**src/rtl/multicycle_ctrl_pkg.sv**
```systemverilog
// Shared types for the multicycle control FSM: states, opcodes, ALU codes.
// MULTICYCLE_CTRL_ILLEGAL_TRAP_EN sends undefined opcodes to HALT.
package ctrl_pkg;

    typedef enum logic [3:0] {
        IDLE,
        FETCH,
        DECODE,
        EXEC_ALU,
        WB_ALU,
        MEM_ADDR,
        MEM_RD,
        WB_MEM,
        MEM_WR,
        BRANCH,
        JUMP,
        HALT
    } state_t;

    localparam logic [3:0] OP_ADD = 4'h0;
    localparam logic [3:0] OP_SUB = 4'h1;
    localparam logic [3:0] OP_AND = 4'h2;
    localparam logic [3:0] OP_OR  = 4'h3;
    localparam logic [3:0] OP_NOT = 4'h4;
    localparam logic [3:0] OP_LD  = 4'h8;
    localparam logic [3:0] OP_ST  = 4'h9;
    localparam logic [3:0] OP_BEQ = 4'hA;
    localparam logic [3:0] OP_JMP = 4'hB;
    localparam logic [3:0] OP_HLT = 4'hF;

    localparam logic [2:0] ALU_ADD   = 3'd0;
    localparam logic [2:0] ALU_SUB   = 3'd1;
    localparam logic [2:0] ALU_AND   = 3'd2;
    localparam logic [2:0] ALU_OR    = 3'd3;
    localparam logic [2:0] ALU_NOT   = 3'd4;
    localparam logic [2:0] ALU_PASSB = 3'd5;

    localparam logic [1:0] PC_ALU = 2'd0;
    localparam logic [1:0] PC_BR  = 2'd1;
    localparam logic [1:0] PC_JMP = 2'd2;

    localparam logic [1:0] SRCB_RF  = 2'd0;
    localparam logic [1:0] SRCB_ONE = 2'd1;
    localparam logic [1:0] SRCB_IMM = 2'd2;

    typedef struct packed {
        logic       mem_req;
        logic       mem_we;
        logic       adr_sel;
        logic       ir_we;
        logic       mdr_we;
        logic       pc_we;
        logic [1:0] pc_src;
        logic [2:0] alu_op;
        logic       alu_src_a;
        logic [1:0] alu_src_b;
        logic       rf_we;
        logic       rf_wsel;
        logic       busy;
    } ctrl_t;

    function automatic logic op_legal(input logic [3:0] op);
        return (op <= OP_NOT) ||
               (op inside {OP_LD, OP_ST, OP_BEQ, OP_JMP, OP_HLT});
    endfunction

    function automatic state_t decode_next(input logic [3:0] op);
        state_t nxt;
        unique case (1'b1)
            (op <= OP_NOT):              nxt = EXEC_ALU;
            (op == OP_LD), (op == OP_ST): nxt = MEM_ADDR;
            (op == OP_BEQ):              nxt = BRANCH;
            (op == OP_JMP):              nxt = JUMP;
            (op == OP_HLT):              nxt = HALT;
            default: begin
`ifdef MULTICYCLE_CTRL_ILLEGAL_TRAP_EN
                nxt = HALT;
`else
                nxt = FETCH;
`endif
            end
        endcase
        return nxt;
    endfunction

endpackage

```
**src/rtl/multicycle_ctrl_if.sv**
```systemverilog
// Control bundle between the multicycle FSM and its datapath/memory.
// master = controller side, slave = datapath side.
interface multicycle_ctrl_if #(
    parameter int OPW  = 4,
    parameter int AOPW = 3
);
    logic            start;
    logic [OPW-1:0]  opcode;
    logic            zero;
    logic            mem_ack;
    logic            mem_req;
    logic            mem_we;
    logic            adr_sel;
    logic            ir_we;
    logic            mdr_we;
    logic            pc_we;
    logic [1:0]      pc_src;
    logic [AOPW-1:0] alu_op;
    logic            alu_src_a;
    logic [1:0]      alu_src_b;
    logic            rf_we;
    logic            rf_wsel;
    logic            busy;
    logic            err;

    modport master (
        input  start, opcode, zero, mem_ack,
        output mem_req, mem_we, adr_sel, ir_we, mdr_we,
        output pc_we, pc_src, alu_op, alu_src_a, alu_src_b,
        output rf_we, rf_wsel, busy, err
    );

    modport slave (
        output start, opcode, zero, mem_ack,
        input  mem_req, mem_we, adr_sel, ir_we, mdr_we,
        input  pc_we, pc_src, alu_op, alu_src_a, alu_src_b,
        input  rf_we, rf_wsel, busy, err
    );

endinterface

```
**src/rtl/multicycle_ctrl_out_decode.sv**
```systemverilog
// State-to-control-vector table; only the memory strobes look at mem_ack
// and the branch PC write looks at zero.
module ctrl_out_decode
    import ctrl_pkg::*;
(
    input  state_t     state,
    input  logic [2:0] alu_fn,
    input  logic       zero,
    input  logic       mem_ack,
    output ctrl_t      ctrl
);

    always_comb begin
        ctrl = '0;
        ctrl.busy = (state != IDLE) && (state != HALT);
        unique case (state)
            FETCH: begin
                ctrl.mem_req   = 1'b1;
                ctrl.alu_src_b = SRCB_ONE;
                ctrl.alu_op    = ALU_ADD;
                ctrl.pc_src    = PC_ALU;
                ctrl.ir_we     = mem_ack;
                ctrl.pc_we     = mem_ack;
            end
            DECODE: begin
                ctrl.alu_src_b = SRCB_IMM;
                ctrl.alu_op    = ALU_ADD;
            end
            EXEC_ALU: begin
                ctrl.alu_src_a = 1'b1;
                ctrl.alu_src_b = SRCB_RF;
                ctrl.alu_op    = alu_fn;
            end
            WB_ALU: ctrl.rf_we = 1'b1;
            MEM_ADDR: begin
                ctrl.alu_src_a = 1'b1;
                ctrl.alu_src_b = SRCB_IMM;
                ctrl.alu_op    = ALU_ADD;
            end
            MEM_RD: begin
                ctrl.mem_req = 1'b1;
                ctrl.adr_sel = 1'b1;
                ctrl.mdr_we  = mem_ack;
            end
            WB_MEM: begin
                ctrl.rf_we   = 1'b1;
                ctrl.rf_wsel = 1'b1;
            end
            MEM_WR: begin
                ctrl.mem_req = 1'b1;
                ctrl.mem_we  = 1'b1;
                ctrl.adr_sel = 1'b1;
            end
            BRANCH: begin
                ctrl.alu_src_a = 1'b1;
                ctrl.alu_src_b = SRCB_RF;
                ctrl.alu_op    = ALU_SUB;
                ctrl.pc_src    = PC_BR;
                ctrl.pc_we     = zero;
            end
            JUMP: begin
                ctrl.pc_we  = 1'b1;
                ctrl.pc_src = PC_JMP;
            end
            default: ;
        endcase
    end

endmodule

```
**src/rtl/multicycle_ctrl.sv**
```systemverilog
// Multicycle datapath controller: next-state FSM plus output table.
// Define MULTICYCLE_CTRL_ILLEGAL_TRAP_EN to halt with err on bad opcodes.
module multicycle_ctrl
    import ctrl_pkg::*;
#(
    parameter int OPW         = 4,
    parameter int AOPW        = 3,
    parameter int HALT_ON_RST = 1
) (
    input logic               clk,
    input logic               rst,
    multicycle_ctrl_if.master bus
);

    state_t     state;
    state_t     nxt;
    ctrl_t      ctrl;
    logic [3:0] op;

    assign op = bus.opcode[OPW-1 -: 4];

    always_ff @(posedge clk or posedge rst) begin
        if (rst) state <= IDLE;
        else     state <= nxt;
    end

    always_comb begin
        nxt = state;
        unique case (state)
            IDLE:     if (bus.start || HALT_ON_RST == 0) nxt = FETCH;
            FETCH:    if (bus.mem_ack) nxt = DECODE;
            DECODE:   nxt = decode_next(op);
            EXEC_ALU: nxt = WB_ALU;
            WB_ALU:   nxt = FETCH;
            MEM_ADDR: nxt = (op == OP_LD) ? MEM_RD : MEM_WR;
            MEM_RD:   if (bus.mem_ack) nxt = WB_MEM;
            WB_MEM:   nxt = FETCH;
            MEM_WR:   if (bus.mem_ack) nxt = FETCH;
            BRANCH:   nxt = FETCH;
            JUMP:     nxt = FETCH;
            HALT:     nxt = HALT;
            default:  nxt = IDLE;
        endcase
    end

    ctrl_out_decode u_dec (
        .state   (state),
        .alu_fn  (op[2:0]),
        .zero    (bus.zero),
        .mem_ack (bus.mem_ack),
        .ctrl    (ctrl)
    );

    assign bus.mem_req   = ctrl.mem_req;
    assign bus.mem_we    = ctrl.mem_we;
    assign bus.adr_sel   = ctrl.adr_sel;
    assign bus.ir_we     = ctrl.ir_we;
    assign bus.mdr_we    = ctrl.mdr_we;
    assign bus.pc_we     = ctrl.pc_we;
    assign bus.pc_src    = ctrl.pc_src;
    assign bus.alu_op    = AOPW'(ctrl.alu_op);
    assign bus.alu_src_a = ctrl.alu_src_a;
    assign bus.alu_src_b = ctrl.alu_src_b;
    assign bus.rf_we     = ctrl.rf_we;
    assign bus.rf_wsel   = ctrl.rf_wsel;
    assign bus.busy      = ctrl.busy;

`ifdef MULTICYCLE_CTRL_ILLEGAL_TRAP_EN
    logic err_q;

    // Sticky until reset; HALT never leaves, so err only clears with rst.
    always_ff @(posedge clk or posedge rst) begin
        if (rst)                                err_q <= 1'b0;
        else if (state == DECODE && !op_legal(op)) err_q <= 1'b1;
    end

    assign bus.err = err_q;
`else
    assign bus.err = 1'b0;
`endif

endmodule

```
**src/flat_wrapper.sv**
```systemverilog
// flat-port wrapper written by rule: the top's interface ports become plain ports
module multicycle_ctrl_flat import ctrl_pkg::*;
#(
    parameter int OPW         = 4,
    parameter int AOPW        = 3,
    parameter int HALT_ON_RST = 1
)
  (clk, rst, bus_start, bus_opcode, bus_zero, bus_mem_ack, bus_mem_req, bus_mem_we, bus_adr_sel, bus_ir_we, bus_mdr_we, bus_pc_we, bus_pc_src, bus_alu_op, bus_alu_src_a, bus_alu_src_b, bus_rf_we, bus_rf_wsel, bus_busy, bus_err);
  multicycle_ctrl_if #(.OPW(OPW), .AOPW(AOPW)) bus_i ();
  input logic clk;
  input logic rst;
  input wire logic [$bits(bus_i.start)-1:0] bus_start;
  input wire logic [$bits(bus_i.opcode)-1:0] bus_opcode;
  input wire logic [$bits(bus_i.zero)-1:0] bus_zero;
  input wire logic [$bits(bus_i.mem_ack)-1:0] bus_mem_ack;
  output wire logic [$bits(bus_i.mem_req)-1:0] bus_mem_req;
  output wire logic [$bits(bus_i.mem_we)-1:0] bus_mem_we;
  output wire logic [$bits(bus_i.adr_sel)-1:0] bus_adr_sel;
  output wire logic [$bits(bus_i.ir_we)-1:0] bus_ir_we;
  output wire logic [$bits(bus_i.mdr_we)-1:0] bus_mdr_we;
  output wire logic [$bits(bus_i.pc_we)-1:0] bus_pc_we;
  output wire logic [$bits(bus_i.pc_src)-1:0] bus_pc_src;
  output wire logic [$bits(bus_i.alu_op)-1:0] bus_alu_op;
  output wire logic [$bits(bus_i.alu_src_a)-1:0] bus_alu_src_a;
  output wire logic [$bits(bus_i.alu_src_b)-1:0] bus_alu_src_b;
  output wire logic [$bits(bus_i.rf_we)-1:0] bus_rf_we;
  output wire logic [$bits(bus_i.rf_wsel)-1:0] bus_rf_wsel;
  output wire logic [$bits(bus_i.busy)-1:0] bus_busy;
  output wire logic [$bits(bus_i.err)-1:0] bus_err;
  assign bus_i.start = bus_start;
  assign bus_i.opcode = bus_opcode;
  assign bus_i.zero = bus_zero;
  assign bus_i.mem_ack = bus_mem_ack;
  assign bus_mem_req = bus_i.mem_req;
  assign bus_mem_we = bus_i.mem_we;
  assign bus_adr_sel = bus_i.adr_sel;
  assign bus_ir_we = bus_i.ir_we;
  assign bus_mdr_we = bus_i.mdr_we;
  assign bus_pc_we = bus_i.pc_we;
  assign bus_pc_src = bus_i.pc_src;
  assign bus_alu_op = bus_i.alu_op;
  assign bus_alu_src_a = bus_i.alu_src_a;
  assign bus_alu_src_b = bus_i.alu_src_b;
  assign bus_rf_we = bus_i.rf_we;
  assign bus_rf_wsel = bus_i.rf_wsel;
  assign bus_busy = bus_i.busy;
  assign bus_err = bus_i.err;
  multicycle_ctrl #(.OPW(OPW), .AOPW(AOPW), .HALT_ON_RST(HALT_ON_RST)) u_core (.clk(clk), .rst(rst), .bus(bus_i));
endmodule
```
**config.mk**
```make
export PLATFORM = sky130hd
export DESIGN_NAME = multicycle_ctrl_flat
export DESIGN_NICKNAME = d
export VERILOG_FILES = /design/src/rtl/multicycle_ctrl_pkg.sv /design/src/rtl/multicycle_ctrl_if.sv /design/src/rtl/multicycle_ctrl_out_decode.sv /design/src/rtl/multicycle_ctrl.sv /design/src/flat_wrapper.sv
export SDC_FILE = /design/constraint.sdc
export NUM_CORES = 1
export LEC_CHECK = 0
export BUFFER_PORTS_ARGS = -buffer_cell sky130_fd_sc_hd__buf_2
export CAP_MARGIN = 20
export CORE_UTILIZATION = 50
export DETAILED_ROUTE_END_ITERATION = 6
export PLACE_DENSITY = 0.91
export REMOVE_ABC_BUFFERS = 1
export SLEW_MARGIN = 10
export SYNTH_ARGS = -nofsm -noshare
export SYNTH_HDL_FRONTEND = slang
export SYNTH_HIERARCHICAL = 1
export SYNTH_SLANG_ARGS = --single-unit
```
**constraint.sdc**
```tcl
create_clock -name clk -period 4.4 [get_ports clk]
set_clock_uncertainty 0.15 [all_clocks]
set_input_delay 0.88 -clock clk [delete_from_list [all_inputs] [get_ports clk]]
set_output_delay 0.88 -clock clk [all_outputs]
set_load 0.02 [all_outputs]
```
==> flow_metrics.env, run 1 <==
export IMPL_hold_violations=0
export IMPL_worst_ep_arrival_time_ns=1.82
export IMPL_die_area_mm2=0.00147
export IMPL_cts_repair_timing_setup_buffer_count=0
export IMPL_wirelength_um=1580
export IMPL_ctsLongestPathBuffers=2
export IMPL_ant_nets=0
export IMPL_status="completed"
export IMPL_std_cell_rows=12
export IMPL_timing_critical_path_slowest_stage_cell="dfrtp_1"
export IMPL_final_max_slew_viol_count=0
export IMPL_globalRoute_totalOverflow=0
export IMPL_cts_resized=0
export IMPL_grt_setup_unrepaired="no"
export IMPL_firstDrtPassIters=5
export IMPL_cts_hold_bufs=0
export IMPL_drc=0
export IMPL_synth_top_flop_cell="dfrtp_1"
export IMPL_io_buffers=25
export IMPL_post_synth_cell_area_avg_um2=7.97
export IMPL_final_layout_size_suffix_gt1_share_pct=35.0
export IMPL_finalSetupTns_ns=0
export IMPL_synth_edf_count=0
export IMPL_antenna_diode_count=0
export IMPL_most_frequent_standard_cell_in_the_layout_excluding_fill_and_tap_cells="buf_2"
export IMPL_ios=27
export IMPL_vertical_die_dimension_um=38.4
export IMPL_critical_path_n_buffers_inverters=1
export IMPL_cts_inserted_buffers=3
export IMPL_setup_violations=0
export IMPL_sinks_on_the_clock_net=4
export IMPL_gr_usage_all_layers_pct=22.4
export IMPL_cap_violations=0
export IMPL_worstSetupStartpointType="register"
export IMPL_biggestRegsByFlops="u_core/state x4"
export IMPL_post_synth_design_cell_area_um2=662
export IMPL_critPathTopFamily="flip-flops"
export IMPL_routed_via_density=5.91
export IMPL_leakage_nw=0.378
export IMPL_synth_yosys_seq_area_share_pct=15.1
export IMPL_dr_total_vias=691
export IMPL_asyncSetResetFlopFracSynth_pct=100
export IMPL_fin_crit_sh_pct=64.8
export IMPL_cts_tree="done"
export IMPL_path_cells="or4b_4, nor2_1, buf_2"
export IMPL_finalCoreUtilization_pct=65.2
export IMPL_final_area_um2=763
export IMPL_finalWorstPathRequiredPeriod_ns=2.85
export IMPL_critical_path_max_stage_delay_ns=0.75
export IMPL_htree_num_levels=1
export IMPL_place_gp_congestion=0.746
export IMPL_yosys_register_bits=4
export IMPL_top_post_synthesis_cells_by_area="dfrtp_1 15%, nand2b_1 5.7%, buf_6 5.1%"
export IMPL_timing_slew_headroom_pct=52.4
export IMPL_start_util_pct=56.5
export IMPL_grt_pass1_vias=515
export IMPL_synth_top_cell_area_share_pct=15.1
export IMPL_number_of_instances_in_the_synthesized_netlist=83
export IMPL_worst_slew_pin_slew_ns=0.715
export IMPL_hold_worst_slack_ns=0.365
export IMPL_path_class="reg -> out"
export IMPL_grt_pass1_wl_um=2310
export IMPL_timing_reg2reg_setup_slack_ns=2.51
export IMPL_design_final_nets=114
export IMPL_grt_max_degree=24
export IMPL_core_region_area_mm2=0.00117
export IMPL_clk_insertion_delay_late_ns=0.23
export IMPL_yosys_warn_count=6
export IMPL_hpwlAfterDp_um=1130
export IMPL_timing_critical_path_fanout_max=20
export IMPL_die_x_um=38.4
export IMPL_layout_filler_cells=101
export IMPL_most_common_layout_cells="25 x buf_2, 7 x nor2_1, 6 x inv_1, 6 x nand2b_1"
export IMPL_top_register="u_core/state"
export IMPL_cp_data_required_time_ns=3.37
export IMPL_drt_initial_drc_count=9
export IMPL_worstSetupEndpointType="primary output"
export IMPL_number_of_library_cell_types_mapped_by_synthesis=41
export IMPL_timing_reg2reg_worst_path_depth=4
export IMPL_irDropWorstVdd_mv=0.282
export IMPL_timing_critical_path_depth=3
export IMPL_placedInstanceArea_um2=741
export IMPL_detail_route_wl_per_cell_um=13.5
export IMPL_clock_root_buffer="clkbuf_4"
export IMPL_largest_register_ffs=4
export IMPL_post_synth_top_area_cell="dfrtp_1"
export IMPL_fmax_mhz=351
export IMPL_power_per_cell_area_mw_per_mm2=732
export IMPL_grt_antenna_before_repair=0
export IMPL_clk_pin_slew_worst_paths_ns=0.04
export IMPL_synthToLayoutAreaGrowth_pct=15.3
export IMPL_hp_class="in -> async"
-- Yosys cell counts, drive strengths merged, types with 3 or more instances --
cell	instances
nand2b	6
o21ai	4
nand2	4
buf	8
nor2	7
a21oi	3
inv	6
nor3	3
dfrtp	4
-- cell type report --
type	count	area (µm²)	share of cell area (%)
flip-flops and latches	4	100	13.1
well taps	14	17.5	2.30
multi-input cells	65	475	62.3
repair buffers	25	125	16.4
clock buffers	3	22.5	2.95
inverters	6	22.5	2.95
-- logic make-up (layout without fill, tap and decap cells) --
logic type                after synthesis  count (layout)  share of synthesized area (%)
AOI/OAI and AO/OA                      21              21                           25.0
xor gates and xnor gates                2               2                           2.65
buffers and inverters                  14              34                           13.0
DFF                                     4               4                           15.1
muxes                                   2               2                           3.78
other                                   1               1                          0.567
and+or+nand+nor                        39              39                           39.9
-- power by group --
part           total [W]  leakage, nW  internal, W  switching, W
clock          0.0000449       0.0138    0.0000305     0.0000144
combinational   0.000364        0.312     0.000167      0.000197
sequential      0.000150       0.0520    0.0000522     0.0000976
-- stage by stage --
stage                     instances  total power (W)  worst slack, ns
after global placement          114         0.000495             1.84
final                           117         0.000558             1.55
after global routing            117         0.000603             1.46
after CTS                       117         0.000558             1.56
after detailed placement        114         0.000511             1.81
after floorplan                  75         0.000400             1.77
-- routing by layer --
layer / wire length, µm / GRT usage (%) / up-vias
li1: - / - / 344
met1: 730 / 30.1 / 324
met2: 788 / 34.7 / 23
met3: 66 / 3.49 / 0
met4: 0 / 10.3 / 0
met5: 0 / 0 / -
-- worst register-to-register path, delay by kind of cell (launching register included) --
family	cells	cell delay, ns
compound gates	2	0.38
flops	1	0.79
simple gates	2	0.49
-- final timing paths --
check / from / to
worst min register to register: u_core/state[3] / u_core/state[2]
worst max-delay path: u_core/state[0] / bus_ir_we
max in group asynchronous: rst / u_core/state[2]
worst max register to register: u_core/state[1] / u_core/state[3]
worst min-delay path: rst / u_core/state[0]
min in group clk: u_core/state[3] / u_core/state[2]
Power figures use the tool's default switching activity.
==> run 2, diff against run 1 <==
--- a/config.mk
+++ b/config.mk
@@ -5,11 +5,12 @@
 export SDC_FILE = /design/constraint.sdc
 export NUM_CORES = 1
 export LEC_CHECK = 0
+export ABC_AREA = 1
 export BUFFER_PORTS_ARGS = -buffer_cell sky130_fd_sc_hd__buf_2
 export CAP_MARGIN = 20
-export CORE_UTILIZATION = 50
+export CORE_UTILIZATION = 40
 export DETAILED_ROUTE_END_ITERATION = 6
-export PLACE_DENSITY = 0.91
+export PLACE_DENSITY = 0.82
 export REMOVE_ABC_BUFFERS = 1
 export SLEW_MARGIN = 10
 export SYNTH_ARGS = -nofsm -noshare
==> constraint.sdc (replaced) <==
create_clock -name clk -period 2.4 [get_ports clk]
set_clock_uncertainty 0.15 [all_clocks]
set_input_delay 0.48 -clock clk [delete_from_list [all_inputs] [get_ports clk]]
set_output_delay 0.48 -clock clk [all_outputs]
set_load 0.02 [all_outputs]
==> run 2 against run 1 <==
  * Register-to-register slack got worse by 1.5 ns
  * Largest power group unchanged
  * Sequential share of layout area up 0.087 points
  * Largest cell class unchanged
  * Hold slack worse by 0.0019 ns
==> flow_metrics.env, run 2 <==
export IMPL_finalCoreUtilization_pct=56.8
export IMPL_fmax_mhz=486
export IMPL_post_synth_top_area_cell="nand2_1"
export IMPL_sinks_on_the_clock_net=4
export IMPL_path_cells="nor2_1, nand2_1, nor2_1, buf_2"
export IMPL_setup_violations=0
export IMPL_place_gp_congestion=0.876
export IMPL_worstSetupStartpointType="register"
export IMPL_cts_resized=0
export IMPL_hp_class="in -> reg"
export IMPL_std_cell_rows=13
export IMPL_wirelength_um=1340
export IMPL_gr_usage_all_layers_pct=19.3
export IMPL_cts_hold_bufs=1
export IMPL_vertical_die_dimension_um=40.4
export IMPL_timing_critical_path_slowest_stage_cell="dfrtp_1"
export IMPL_most_frequent_standard_cell_in_the_layout_excluding_fill_and_tap_cells="nand2_1"
export IMPL_timing_reg2reg_setup_slack_ns=1.00
export IMPL_clock_root_buffer="clkbuf_4"
export IMPL_timing_critical_path_fanout_max=8
export IMPL_synth_top_flop_cell="dfrtp_1"
export IMPL_fin_crit_sh_pct=85.8
export IMPL_path_class="reg -> out"
export IMPL_ios=27
export IMPL_worst_setup_ep="bus_alu_op[1]"
export IMPL_yosys_warn_count=6
export IMPL_synthMostInstantiatedCell="nand2_1"
export IMPL_hold_violations=0
export IMPL_critical_path_n_buffers_inverters=1
export IMPL_setup_worst_path_start="u_core/state[3]"
export IMPL_die_area_mm2=0.00163
export IMPL_largest_register_ffs=4
export IMPL_synth_top_cell_area_share_pct=21.0
export IMPL_drt_initial_drc_count=17
export IMPL_leakage_nw=0.503
export IMPL_detail_route_wl_per_cell_um=8.65
export IMPL_io_buffers=25
export IMPL_number_of_instances_in_the_synthesized_netlist=112
export IMPL_worstSetupEndpointType="primary output"
export IMPL_stdcell_count=155
export IMPL_asyncSetResetFlopFracSynth_pct=100
export IMPL_start_util_pct=44.2
export IMPL_ant_nets=0
export IMPL_final_layout_size_suffix_gt1_share_pct=29.3
export IMPL_timing_reg2reg_worst_path_depth=8
export IMPL_grt_pass1_wl_um=2170
export IMPL_hpwlAfterDp_um=1160
export IMPL_cp_data_required_time_ns=1.77
export IMPL_cts_tree="done"
export IMPL_clk_insertion_delay_late_ns=0.23
export IMPL_routed_via_density=4.69
export IMPL_synth_yosys_seq_area_share_pct=17.0
export IMPL_finalWorstPathRequiredPeriod_ns=2.06
export IMPL_firstDrtPassIters=4
export IMPL_post_synth_cell_area_avg_um2=5.26
export IMPL_preCtsSetupSlack_ns=0.605
export IMPL_worst_r2r_endpoint="u_core/state[1]"
export IMPL_fin_total_pwr_w=0.00104
export IMPL_dr_total_vias=727
export IMPL_post_synth_design_cell_area_um2=589
export IMPL_core_region_area_mm2=0.00133
export IMPL_grt_setup_unrepaired="no"
export IMPL_drc=0
export IMPL_top_register="u_core/state"
export IMPL_critical_path_most_common_cell="nor2_1"
export IMPL_status="completed"
export IMPL_cts_repair_timing_setup_buffer_count=0
export IMPL_worst_ep_arrival_time_ns=1.43
export IMPL_globalRouteMet3Util_pct=5.00
export IMPL_gr_usage_met2_pct=31.3
export IMPL_globalRoute_totalOverflow=0
export IMPL_synth_edf_count=0
export IMPL_yosys_register_bits=4
export IMPL_power_per_cell_area_mw_per_mm2=1380
export IMPL_dp_cells=151
export IMPL_finalSetupTns_ns=0
export IMPL_grt_antenna_before_repair=0
export IMPL_cts_inserted_buffers=3
export IMPL_design_final_nets=151
export IMPL_timing_critical_path_depth=4
export IMPL_htree_num_levels=1
export IMPL_grt_met1_usage_pct=25.8
export IMPL_critical_path_max_stage_delay_ns=0.46
export IMPL_synthToLayoutAreaGrowth_pct=28.7
export IMPL_timing_rr_start="u_core/state[1]"
export IMPL_irDropWorstVdd_mv=0.484
export IMPL_clk_pin_slew_worst_paths_ns=0.03
export IMPL_ctsLongestPathBuffers=2
export IMPL_final_critical_path_setup_slack_ns=0.341
export IMPL_grt_pass1_vias=563
export IMPL_top_post_synthesis_cells_by_area="nand2_1 21%, dfrtp_1 17%, inv_1 15%"
export IMPL_cap_violations=0
export IMPL_post_synth_most_frequent_cells="33 x nand2_1, 23 x inv_1, 20 x nor2_1"
export IMPL_antenna_diode_count=0
export IMPL_number_of_library_cell_types_mapped_by_synthesis=18
export IMPL_biggestRegsByFlops="u_core/state x4"
export IMPL_most_common_layout_cells="33 x nand2_1, 25 x buf_2, 23 x inv_1"
export IMPL_final_max_slew_viol_count=0
export IMPL_grt_most_used_layer="met2"
export IMPL_die_x_um=40.4
export IMPL_grt_max_degree=10
export IMPL_critPathTopFamily="simple AND/OR/NAND/NOR gates"
[run 2: logic make-up after synthesis]
| kind of cell | after synthesis | share of synthesized area, % |
|---|---|---|
| AND/OR/NAND/NOR | 73 | 56.5 |
| buffers and inverters | 27 | 17.8 |
| AO/OA/AOI/OAI | 7 | 8.07 |
| flip-flops | 4 | 17.0 |
| other | 1 | 0.636 |
[run 2: area by class of cell]
type | count | area (µm²)
fillers | 134 | 576
multi-input cells | 81 | 384
repair buffers | 26 | 135
flip-flops and latches | 4 | 100
inverters | 26 | 97.6
clock buffers | 3 | 22.5
well taps | 15 | 18.8
[run 2: power breakdown]
| group | switching [W] | internal (W) |
|---|---|---|
| combinational | 0.000529 | 0.000258 |
| sequential | 0.0000753 | 0.000101 |
| clock | 0.0000240 | 0.0000557 |
| total | 0.000628 | 0.000415 |
[run 2: worst min path at each step]
| stage | startpoint | end | slack (ns) | depth (start not counted) |
|---|---|---|---|---|
| final | bus_mem_ack | u_core/state[3] | 0.36 | 2 |
| after global routing | bus_mem_ack | u_core/state[3] | 0.36 | 2 |
| after CTS | bus_mem_ack | u_core/state[3] | 0.36 | 2 |
| after detailed placement | rst | u_core/state[0] | 0.22 | 2 |
| after global placement | rst | u_core/state[0] | 0.21 | 2 |
| after floorplan | rst | u_core/state[0] | 0.1 | 1 |
[run 2: routing by layer]
layer	vias to the layer above	wire [µm]
met2	16	644
met5	-	0
met4	0	0
met1	318	627
met3	0	68
li1	393	-
[run 2: per-stage QoR]
step / hold slack (ns) / cell area (µm²)
2_1_floorplan: 0.0961 / 582
3_3_place_gp: 0.213 / 726
3_5_place_dp: 0.216 / 726
4_1_cts: 0.360 / 758
5_1_grt: 0.357 / 758
6_report: 0.363 / 758
